$ cat src/rtl/ux607_mrom_pkg.sv
// Shared types and helpers for the machine-ROM ICB front-end.
// Holds the response payload, the window decode and the error read data.
package ux607_mrom_pkg;

    localparam int unsigned ICB_AW = 32;
    localparam int unsigned ICB_DW = 32;

    typedef struct packed {
        logic              err;
        logic [ICB_DW-1:0] rdata;
    } icb_rsp_t;

    localparam logic [ICB_DW-1:0] ROM_ERR_RDATA = '0;

    // Window hit test done in 33 bits so a window near the top of the map cannot wrap.
    function automatic logic hit(
        input logic [ICB_AW-1:0] addr,
        input logic [ICB_AW-1:0] base,
        input int unsigned       dp
    );
        logic [ICB_AW:0] a;
        logic [ICB_AW:0] lo;
        logic [ICB_AW:0] hi;
        a  = {1'b0, addr};
        lo = {1'b0, base};
        hi = lo + (33'(dp) * 33'd4);
        return (a >= lo) && (a < hi);
    endfunction

endpackage

$ cat src/rtl/ux607_mrom_rsp_fifo.sv
// Circular response FIFO for the ROM bridge.
// Head data reads as zero while empty so the fabric side never shows stale payload.
module ux607_mrom_rsp_fifo #(
    parameter int unsigned WIDTH = 33,
    parameter int unsigned DEPTH = 2
) (
    input  logic             clk,
    input  logic             rst,
    input  logic             push,
    input  logic [WIDTH-1:0] push_data,
    input  logic             pop,
    output logic [WIDTH-1:0] head_c,
    output logic             full_c,
    output logic             empty_c
);

    localparam int unsigned PW = $clog2(DEPTH);
    localparam int unsigned CW = $clog2(DEPTH + 1);

    logic [WIDTH-1:0] mem [DEPTH];
    logic [PW-1:0]    wr_ptr;
    logic [PW-1:0]    rd_ptr;
    logic [CW-1:0]    count;
    logic             do_push;
    logic             do_pop;

    function automatic logic [PW-1:0] nxt(input logic [PW-1:0] p);
        return (p == PW'(DEPTH - 1)) ? '0 : p + PW'(1);
    endfunction

    assign full_c  = (count == CW'(DEPTH));
    assign empty_c = (count == '0);
    assign do_pop  = pop && !empty_c;
    // A push into a full FIFO is only legal when the head leaves in the same cycle.
    assign do_push = push && (!full_c || do_pop);
    assign head_c  = empty_c ? '0 : mem[rd_ptr];

    always_ff @(posedge clk or posedge rst) begin
        if (rst) begin
            wr_ptr <= '0;
            rd_ptr <= '0;
            count  <= '0;
        end else begin
            if (do_push) begin
                wr_ptr <= nxt(wr_ptr);
            end
            if (do_pop) begin
                rd_ptr <= nxt(rd_ptr);
            end
            if (do_push && !do_pop) begin
                count <= count + CW'(1);
            end else if (!do_push && do_pop) begin
                count <= count - CW'(1);
            end
        end
    end

    always_ff @(posedge clk) begin
        if (do_push) begin
            mem[wr_ptr] <= push_data;
        end
    end

endmodule

$ cat src/rtl/ux607_mrom_icb_bridge.sv
// Fabric-side ICB front-end for the machine ROM: window decode, local error
// responses, and a registered response path through a small FIFO.
module ux607_mrom_icb_bridge
    import ux607_mrom_pkg::*;
#(
    parameter int unsigned AW        = 12,
    parameter int unsigned DW        = 32,
    parameter int unsigned DP        = 1024,
    parameter logic [31:0] BASE_ADDR = 32'h0000_1000,
    parameter int unsigned FIFO_DP   = 2
) (
    input  logic          clk,
    input  logic          rst,
    input  logic          i_icb_cmd_valid,
    output logic          i_icb_cmd_ready,
    input  logic [31:0]   i_icb_cmd_addr,
    input  logic          i_icb_cmd_read,
    output logic          i_icb_rsp_valid,
    input  logic          i_icb_rsp_ready,
    output logic          i_icb_rsp_err,
    output logic [DW-1:0] i_icb_rsp_rdata,
    output logic          rom_icb_cmd_valid,
    input  logic          rom_icb_cmd_ready,
    output logic [AW-1:0] rom_icb_cmd_addr,
    output logic          rom_icb_cmd_read,
    input  logic          rom_icb_rsp_valid,
    output logic          rom_icb_rsp_ready,
    input  logic          rom_icb_rsp_err,
    input  logic [DW-1:0] rom_icb_rsp_rdata,
    output logic [7:0]    err_cnt
);

    logic     cmd_hit;
    logic     cmd_ok;
    logic     space;
    logic     rom_stall;
    logic     accept;
    logic     pop;
    logic     fifo_full;
    logic     fifo_empty;
    icb_rsp_t push_rsp;
    icb_rsp_t head_rsp;

    assign cmd_hit = hit(i_icb_cmd_addr, BASE_ADDR, DP);
    assign cmd_ok  = cmd_hit && i_icb_cmd_read && (i_icb_cmd_addr[1:0] == 2'b00);

    assign i_icb_rsp_valid = !fifo_empty;
    assign pop             = i_icb_rsp_valid && i_icb_rsp_ready;

    // No room is offered while reset is held, even though the FIFO reads as empty.
    assign space = !rst && (!fifo_full || pop);

    // An in-window read waits for the ROM; it must not complete without the ROM's data.
    assign rom_stall       = i_icb_cmd_valid && cmd_ok && !rom_icb_cmd_ready;
    assign i_icb_cmd_ready = space && !rom_stall;
    assign accept          = i_icb_cmd_valid && i_icb_cmd_ready;

    assign rom_icb_cmd_valid = i_icb_cmd_valid && cmd_ok && space;
    assign rom_icb_cmd_addr  = i_icb_cmd_addr[AW-1:0];
    assign rom_icb_cmd_read  = 1'b1;
    assign rom_icb_rsp_ready = space;

    // Response captured at accept: ROM data for good reads, a local error otherwise.
    always_comb begin
        push_rsp.err   = 1'b1;
        push_rsp.rdata = ROM_ERR_RDATA;
        if (cmd_ok) begin
            push_rsp.err   = rom_icb_rsp_err || !rom_icb_rsp_valid;
            push_rsp.rdata = ICB_DW'(rom_icb_rsp_rdata);
        end
    end

    ux607_mrom_rsp_fifo #(
        .WIDTH ($bits(icb_rsp_t)),
        .DEPTH (FIFO_DP)
    ) u_rsp_fifo (
        .clk       (clk),
        .rst       (rst),
        .push      (accept),
        .push_data (push_rsp),
        .pop       (pop),
        .head_c    (head_rsp),
        .full_c    (fifo_full),
        .empty_c   (fifo_empty)
    );

    assign i_icb_rsp_err   = head_rsp.err;
    assign i_icb_rsp_rdata = DW'(head_rsp.rdata);

    // Saturating count of error responses actually taken by the fabric.
    always_ff @(posedge clk or posedge rst) begin
        if (rst) begin
            err_cnt <= '0;
        end else if (pop && head_rsp.err && (err_cnt != 8'hFF)) begin
            err_cnt <= err_cnt + 8'd1;
        end
    end

endmodule

$ cat config.mk
export PLATFORM = sky130hd
export DESIGN_NAME = ux607_mrom_icb_bridge
export DESIGN_NICKNAME = d
export VERILOG_FILES = /design/src/rtl/ux607_mrom_pkg.sv /design/src/rtl/ux607_mrom_rsp_fifo.sv /design/src/rtl/ux607_mrom_icb_bridge.sv
export SDC_FILE = /design/constraint.sdc
export NUM_CORES = 1
export LEC_CHECK = 0
export CORE_MARGIN = 1
export CORE_UTILIZATION = 66
export DETAILED_ROUTE_END_ITERATION = 7
export DONT_BUFFER_PORTS = 1
export PLACE_DENSITY = 0.82
export SYNTH_ARGS = -nofsm -noshare
export SYNTH_HDL_FRONTEND = slang
export SYNTH_HIERARCHICAL = 1
export SYNTH_SLANG_ARGS = --single-unit
$ cat constraint.sdc
create_clock -name clk -period 7.5 [get_ports clk]
set_input_delay 0.375 -clock clk [delete_from_list [all_inputs] [get_ports clk]]
set_output_delay 0.375 -clock clk [all_outputs]
set_load 0.02 [all_outputs]
==> summary.txt, run 1 <==
Route
  – First drt pass iteration count: 4
  – DRC violations left: 0
  – Antenna viol nets, final: 0
  – Via/cell ratio: 5.75
  – Vias: 2053
  – Wire per inst: 16.8 um
  – Drt total wl: 5990 um
  – DRT iter0 DRCs: 192

Power and ir drop
  – Leak: 0.00154 uW
  – Seq pwr share: 45.7%
  – Power Dens Cells: 365 mW/mm^2
  – Combinational share of power: 29.6%
  – Sw Pwr: 535 uW
  – Clk network pwr share: 24.6%
  – Maximum vdd ir drop: 0.000190 V
  – Internal: 861 uW
  – Power Total: 1400 uW
  – Switching portion of total power: 38.3%

Yosys
  – Net Count, Synth: 368
  – Cell Area, Synth: 0.00367 mm^2
  – Post-synth EDFFs: 66
  – Synth Instances: 294
  – Sequential-to-total area share from yosys stat: 62.2%
  – Syn Area/Cell: 12.5 um^2
  – Register bit count reported by yosys: 78
  – Synth unique cells: 41
  – Predominant post-synthesis flop cell: edfxtp_1
  – Ys async rst share: 15.4%
  – Yosys warnings: 6

Worst setup path
  – R2R Setup Slk: 4.75 ns
  – Reg2reg start: u_rsp_fifo/count[1]
  – Data arrival, critical path: 2.55 ns
  – Worst path bufs/invs: 0
  – CP required: 7.12 ns
  – Critical path startpoint: i_icb_cmd_addr[17]
  – CP max FO: 36
  – Worst path max stage delay: 1.13 ns
  – CP Class: in -> out
  – CP delay by family, top: simple AND/OR/NAND/NOR gates
  – Slowest-stage cell, CP: nor4b_1
  – Cells along the critical path: nor4b_2 -> nand4_2 -> nor4b_1
  – Setup crit end kind: output pin
  – Startpoint Class: input pin

Floorplan
  – Row count: 26
  – Core Region: 0.00524 mm^2
  – Initial Util: 70.0%
  – Die Wd: 76.5 um
  – DIE AREA: 0.00586 mm^2
  – I/O pins: 130
  – DIE HEIGHT: 76.5 um

Place
  – Post-DP HPWL: 3740 um
  – Port Buffers: 0
  – Area of placed instances: 0.00360 mm^2
  – Final GP Congestion: 0.825
  – Dpl cells: 340

Flow run
  – Max-Cap Viols: 0

Clock network
  – Num CTS Buffers: 9
  – Post-CTS Setup Inserts: 0
  – CTS tree: done
  – H-tree levels: 3
  – Sink Count: 78
  – Worst-path clk slew: 0.08 ns
  – Later-pin clock latency in the skew report: 0.34 ns
  – CTS root buffer: clkbuf_8
  – CTS Buffer Depth: 2

Outcome
  – Result of the run: complete, no violations

Final layout
  – Layout cells sized above 1: 10.5%
  – Final instance area: 0.00383 mm^2
  – Fill cells: 351
  – Area of the multi-input gates: 0.00106 mm^2
  – FF/Latch Area: 0.00228 mm^2
  – Final std cells w/o fill: 357
  – Area grow syn2layout: 4.37%
  – Final net count: 356
  – Antenna Cells: 0

Global routing
  – Total track usage: 21.6%
  – Overflow after GRT: 0
  – Initial antenna violation count: 0
  – Pin count of the biggest net entering global routing: 37
  – Vias in the first global route: 2016
  – First-pass GRT wire length: 9450 um

STA
  – Pins Over Slew Limit: 0
  – RSZ-0062 raised after global routing: false
  – Final Critical Period: 2.93 ns
  – Relative slew slack: 32.1%
  – Worst-Margin Slew: 1.00 ns
  – Final setup violation count: 0
  – Tcrit/Tclk final: 39.0%
  – Setup TNS: 0 ns
  – Max Clock Skew: 0.00846 ns
  – Final Hold Viols: 0
  – Peak Freq: 0.342 GHz

Min path
  – Worst hold path startpoint: rom_icb_rsp_rdata[7]
  – Hold/Removal Path Class: in -> reg
[layout make-up]
type	count	area share [%]
Tap cell	70	2.29
Inverter	40	3.92
Timing Repair Buffer	3	0.654
Multi-Input combinational cell	150	27.7
Sequential cell	78	59.7
Clock inverter	6	2.45
Clock buffer	10	3.33
[stage by stage]
| step | hold WS [ns] | setup WS [ns] | utilization [%] |
|---|---|---|---|
| after floorplan | 0.141 | 3.98 | - |
| after global placement | 0.154 | 4.48 | 68.7 |
| after detailed placement | 0.163 | 4.40 | 68.7 |
| after CTS | 0.257 | 4.56 | 73.1 |
| after global routing | 0.254 | 4.47 | 73.1 |
| final | 0.271 | 4.57 | 73.1 |
[synthesized netlist by cell type (2+ instances only)]
| cell type | instances | area, um^2 |
|---|---|---|
| a21oi_1 | 2 | 10.0 |
| nor2_1 | 35 | 131 |
| and4b_1 | 2 | 20.0 |
| clkbuf_1 | 6 | 22.5 |
| buf_4 | 17 | 128 |
| mux2i_1 | 33 | 330 |
| dfrtp_1 | 12 | 300 |
| nor4_1 | 2 | 12.5 |
| xor2_1 | 2 | 17.5 |
| xnor2_1 | 7 | 61.3 |
| edfxtp_1 | 66 | 1980 |
| and4_1 | 2 | 17.5 |
| ha_1 | 2 | 25.0 |
| nand2_1 | 2 | 7.51 |
| o211ai_1 | 2 | 15.0 |
| mux2_2 | 2 | 22.5 |
| buf_6 | 3 | 33.8 |
| o2111ai_1 | 2 | 17.5 |
| nor4b_2 | 2 | 30.0 |
| inv_1 | 39 | 146 |
| nand2b_1 | 2 | 12.5 |
| nor3_1 | 33 | 165 |
[worst register-to-register path, stage by stage (launching register included)]
cell and delay (ns):
dfrtp_1 0.47, nor2_2 0.05, nand2b_1 0.15, a21oi_1 0.52
o311a_1 0.32, o21ai_4 0.09, nor2_4 0.75
[registers in the layout (all words and copies together), names as in the netlist]
name and cells:
err_cnt 8, u_rsp_fifo/mem 66, u_rsp_fifo/count 2, u_rsp_fifo/wr_ptr 1, u_rsp_fifo/rd_ptr 1
[logic make-up after synthesis]
group                      count (synthesis)  share of synthesized area [%]
buffers and inverters                     66                           9.11
xor gates and xnor gates                   9                           2.15
DFF                                       78                           62.2
AOI/OAI and AO/OA                         12                           2.76
adders and majority gates                  2                          0.682
other                                      1                          0.102
and+or+nand+nor                           91                           13.3
muxes                                     35                           9.62
[path summary, 6_finish.rpt]
path,end,depth (start not counted)
setup / recovery,rom_icb_cmd_valid,3
hold reg to reg,u_rsp_fifo/wr_ptr,1
max in group asynchronous,err_cnt[7],2
min in group asynchronous,u_rsp_fifo/wr_ptr,2
hold / removal,u_rsp_fifo/mem[0][7],2
setup reg to reg,u_rsp_fifo/mem[0][12],6
[metal layers]
layer | GRT usage, % | wire, um
met3 | 8.98 | 426
met5 | 0 | 0
met2 | 34.3 | 3020
met1 | 25.2 | 2470
met4 | 11.0 | 69
[cell usage in the layout, fill, tap and decap left out, drive strengths merged, types with 2 or more instances in the layout]
cell type / count
nor4b: 3
mux2: 2
o21ai: 2
dfrtp: 12
inv: 42
xnor2: 7
and4: 2
nand2: 2
nand2b: 3
nor2: 36
o2111ai: 2
a21oi: 2
mux2i: 33
nor4: 3
edfxtp: 66
nor3: 33
ha: 2
bufinv: 2
buf: 2
nand4: 2
o211ai: 2
and4b: 2
clkbuf: 10
xor2: 2
[power groups by stage]
stage	logic [uW]	clock network [uW]	registers, uW
after floorplan	433	0	593
after global placement	410	0	644
after detailed placement	417	0	649
after CTS	420	350	639
after global routing	447	370	648
final	414	344	638
[what timing repair did]
action                                 in CTS  in global routing
endpoints found under the hold margin      12                  0
hold buffers                                1                  0
resized for setup                           0                  0
No activity file was read; power rests on OpenSTA's default activity.
==> inputs of run 2 (changes only) <==
ABC_AREA = 1   (was default)
CORE_UTILIZATION = 57   (was 66)
PLACE_DENSITY = 0.75   (was 0.82)
clock period = 2.6 ns   (was 7.5 ns; I/O delays follow)
==> summary.txt, run 2 <==
Yosys
  – Post-synth EDFFs: 66 (unchanged)
  – Net Count, Synth: 453 (+23%)
  – Synth Instances: 379 (+29%)
  – Yosys warnings: 6 (unchanged)
  – Cell Area, Synth: 0.00374 mm^2 (+2.1%)
  – Syn Area/Cell: 9.88 um^2 (-21%)
  – Post-synth top area share: 52.9% (-1.1 points)
  – Predominant post-synthesis flop cell: edfxtp_1
  – Largest area contributor in the netlist: edfxtp_1
  – Sequential-to-total area share from yosys stat: 60.9% (-1.3 points)
  – Ys async rst share: 15.4% (unchanged)
  – Most frequent cells after synthesis: 97 x nand2_1, 66 x edfxtp_1, 58 x inv_1
  – Synth unique cells: 27 (-34%)
  – Register bit count reported by yosys: 78 (unchanged)
  – Ranking of synthesized cells by area: edfxtp_1 53%, nand2_1 9.7%, dfrtp_1 8.0%
  – Top-count cell post-synth: nand2_1

Floorplan
  – Row count: 29 (+12%)
  – Initial Util: 59.0% (-11 points)
  – I/O pins: 130 (unchanged)
  – Core Region: 0.00635 mm^2 (+21%)
  – DIE HEIGHT: 83.1 um (+8.5%)
  – Die Wd: 83.1 um (+8.5%)
  – DIE AREA: 0.00690 mm^2 (+18%)

Route
  – Vias: 2374 (+16%)
  – Drt total wl: 6630 um (+11%)
  – First drt pass iteration count: 4 (unchanged)
  – DRT iter0 DRCs: 75 (-61%)
  – Wire per inst: 14.6 um (-13%)
  – Antenna viol nets, final: 0 (unchanged)
  – Via/cell ratio: 5.22 (-9.3%)
  – DRC violations left: 0 (unchanged)

STA
  – Relative slew slack: 56.7% (+25 points)
  – Hold slack: 0.0239 ns (-0.247 ns)
  – Pins Over Slew Limit: 0 (unchanged)
  – Worst-Margin Slew: 0.645 ns (-0.360 ns)
  – Max Clock Skew: 0.00479 ns (-0.00367 ns)
  – Final Hold Viols: 0 (unchanged)
  – Setup TNS: 0 ns (unchanged)
  – Peak Freq: 0.483 GHz
  – Final setup violation count: 0 (unchanged)
  – Final Critical Period: 2.07 ns
  – Setup slack after layout: 0.530 ns (-4.04 ns)
  – Tcrit/Tclk final: 79.6%
  – RSZ-0062 raised after global routing: false

Power and ir drop
  – Switching portion of total power: 41.7% (+3.4 points)
  – Maximum vdd ir drop: 0.000514 V (+170%)
  – Internal: 2430 uW (+180%)
  – Sw Pwr: 1740 uW (+230%)
  – Combinational share of power: 34.7% (+5.1 points)
  – Leak: 0.00168 uW (+9.3%)
  – Seq pwr share: 42.4% (-3.3 points)
  – Clk network pwr share: 22.9% (-1.7 points)
  – Power Dens Cells: 1060 mW/mm^2 (+190%)

Flow run
  – Max-Cap Viols: 0 (unchanged)

Clock network
  – Post-CTS Setup Inserts: 0 (unchanged)
  – Num CTS Buffers: 9 (unchanged)
  – Gates resized, CTS repair: 0 (unchanged)
  – Sink Count: 78 (unchanged)
  – Worst-path clk slew: 0.08 ns (about the same)
  – Later-pin clock latency in the skew report: 0.34 ns (about the same)
  – CTS tree: done
  – H-tree levels: 3 (unchanged)
  – CTS Buffer Depth: 2 (unchanged)
  – CTS root buffer: clkbuf_8
  – Hold_buf cts: 1 (unchanged)

Worst setup path
  – Setup crit end kind: flop
  – Reg2Reg Depth: 15 (+9)
  – Slowest-stage cell, CP: dfrtp_1
  – Startpoint Class: flop
  – Cells along the critical path: nor2_4 -> nor2_2 -> inv_1 -> nand2_1 -> nand2_1 -> inv_1 -> nand2_1 -> nor2_1 -> nand2_1 -> inv_1 -> ha_1 -> inv_1 -> nand3_1 -> nand2_1 -> nand2_1
  – Most used cell, CP: nand2_1
  – Worst path max stage delay: 0.48 ns (-0.65 ns)
  – R2R Setup Slk: 0.53 ns (-4.22 ns)
  – Data arrival, critical path: 2.31 ns (-0.24 ns)
  – CP Class: reg -> reg
  – CP max FO: 5 (-86%)
  – CP required: 2.84 ns (-4.28 ns)

Global routing
  – First-pass GRT wire length: 10800 um (+14%)
  – Overflow after GRT: 0 (unchanged)
  – Initial antenna violation count: 0 (unchanged)
  – Pin count of the biggest net entering global routing: 36 (-2.7%)
  – Vias in the first global route: 2380 (+18%)
  – Total track usage: 20.5% (-1.1 points)

Place
  – Worst slack, placed: 0.570 ns (-3.83 ns)
  – Post-DP HPWL: 4470 um (+20%)
  – Final GP Congestion: 0.815 (-1.2%)
  – Port Buffers: 0 (unchanged)

Final layout
  – Area grow syn2layout: 4.68%
  – Final net count: 447 (+26%)
  – Largest registers: u_rsp_fifo/mem: 66 flops, err_cnt: 8 flops, u_rsp_fifo/count: 2 flops
  – Max FFs per register: 66 (unchanged)
  – Most common cell after layout, fill and taps aside: nand2_1
  – Layout cells sized above 1: 13.8% (+3.3 points)
  – Most flops, register: u_rsp_fifo/mem
  – Most frequent cells in the layout: 97 x nand2_1, 66 x edfxtp_1, 58 x inv_1
  – Antenna Cells: 0 (unchanged)

Min path
  – Hold Path Cell Cnt: 2 (unchanged)
  – Hold/Removal Path Class: in -> reg

Outcome
  – Result of the run: complete, no violations
-- run 2: changes by cell type in the layout (fill, tap and decap cells not counted), moves of 5 or more --
cell | previous run | this run
nor2_2 | 1 | 11
nor3_1 | 33 | 2
a21oi_1 | 2 | 23
buf_4 | 2 | 8
xnor2_1 | 7 | 2
a21oi_2 | 0 | 10
inv_1 | 39 | 58
mux2i_1 | 33 | 0
nand2_1 | 2 | 97
nor2_1 | 34 | 45
-- run 2: cell families (layout without fill, tap and decap cells) --
kind of cell               count (synthesis)  count (layout)  share of synthesized area [%]
and+or+nand+nor                          168             168                           18.7
buffers and inverters                     87              86                           11.9
DFF                                       78              78                           60.9
AOI/OAI and AO/OA                         35              35                           5.78
xor gates and xnor gates                   8               8                           1.87
adders and majority gates                  2               2                          0.668
other                                      1               1                          0.100
-- run 2: path summary, 6_finish.rpt --
kind,start,to
max in group asynchronous,rst,err_cnt[2]
hold reg to reg,u_rsp_fifo/wr_ptr,u_rsp_fifo/wr_ptr
min in group asynchronous,rst,u_rsp_fifo/count[0]
hold / removal,rom_icb_rsp_rdata[16],u_rsp_fifo/mem[0][16]
setup reg to reg,u_rsp_fifo/count[0],u_rsp_fifo/count[1]
setup / recovery,u_rsp_fifo/count[0],u_rsp_fifo/count[1]
-- run 2: cell type report --
| cell class | instances | area, um^2 |
|---|---|---|
| multi-input cells | 214 | 1020 |
| flip-flops and latches | 78 | 2280 |
| repair buffers | 9 | 70.1 |
| well taps | 77 | 96.3 |
| clock buffers | 9 | 124 |
| inverters | 61 | 234 |
| fillers | 535 | 2430 |
| clock inverters | 7 | 88.8 |
-- run 2: per-stage QoR --
step	power, uW	area [um^2]	util, %	cells
floorplan	3060	3750	-	379
global placement	3210	3700	58.2	438
detailed placement	3260	3700	58.2	438
CTS	4210	3920	61.7	455
global route	4410	3920	61.7	455
finish	4170	3920	61.7	455
-- run 2: per-layer routing --
layer | GRT usage, % | up-vias | part of all wire (%) | wire length (um)
met4 | 12.7 | 0 | 2.9 | 192
met1 | 24.2 | 1084 | 41 | 2730
met3 | 5.57 | 22 | 6.1 | 406
li1 | - | 1167 | - | -
met2 | 33.5 | 101 | 50 | 3300
met5 | 0 | - | 0 | 0
-- run 2: critical path, delay by kind of cell (launching register included) --
kind,cells,cell delay (ns)
DFF,1,0.48
adders and majority gates,1,0.25
buffers and inverters,4,0.32
and+or+nand+nor,10,0.88
-- run 2: power by group through the flow --
stage / clock network (uW) / registers (uW) / logic, uW
5_1_grt: 1030 / 1790 / 1590
2_1_floorplan: 0 / 1740 / 1320
6_report: 955 / 1770 / 1450
4_1_cts: 973 / 1770 / 1470
3_3_place_gp: 0 / 1780 / 1430
3_5_place_dp: 0 / 1790 / 1470
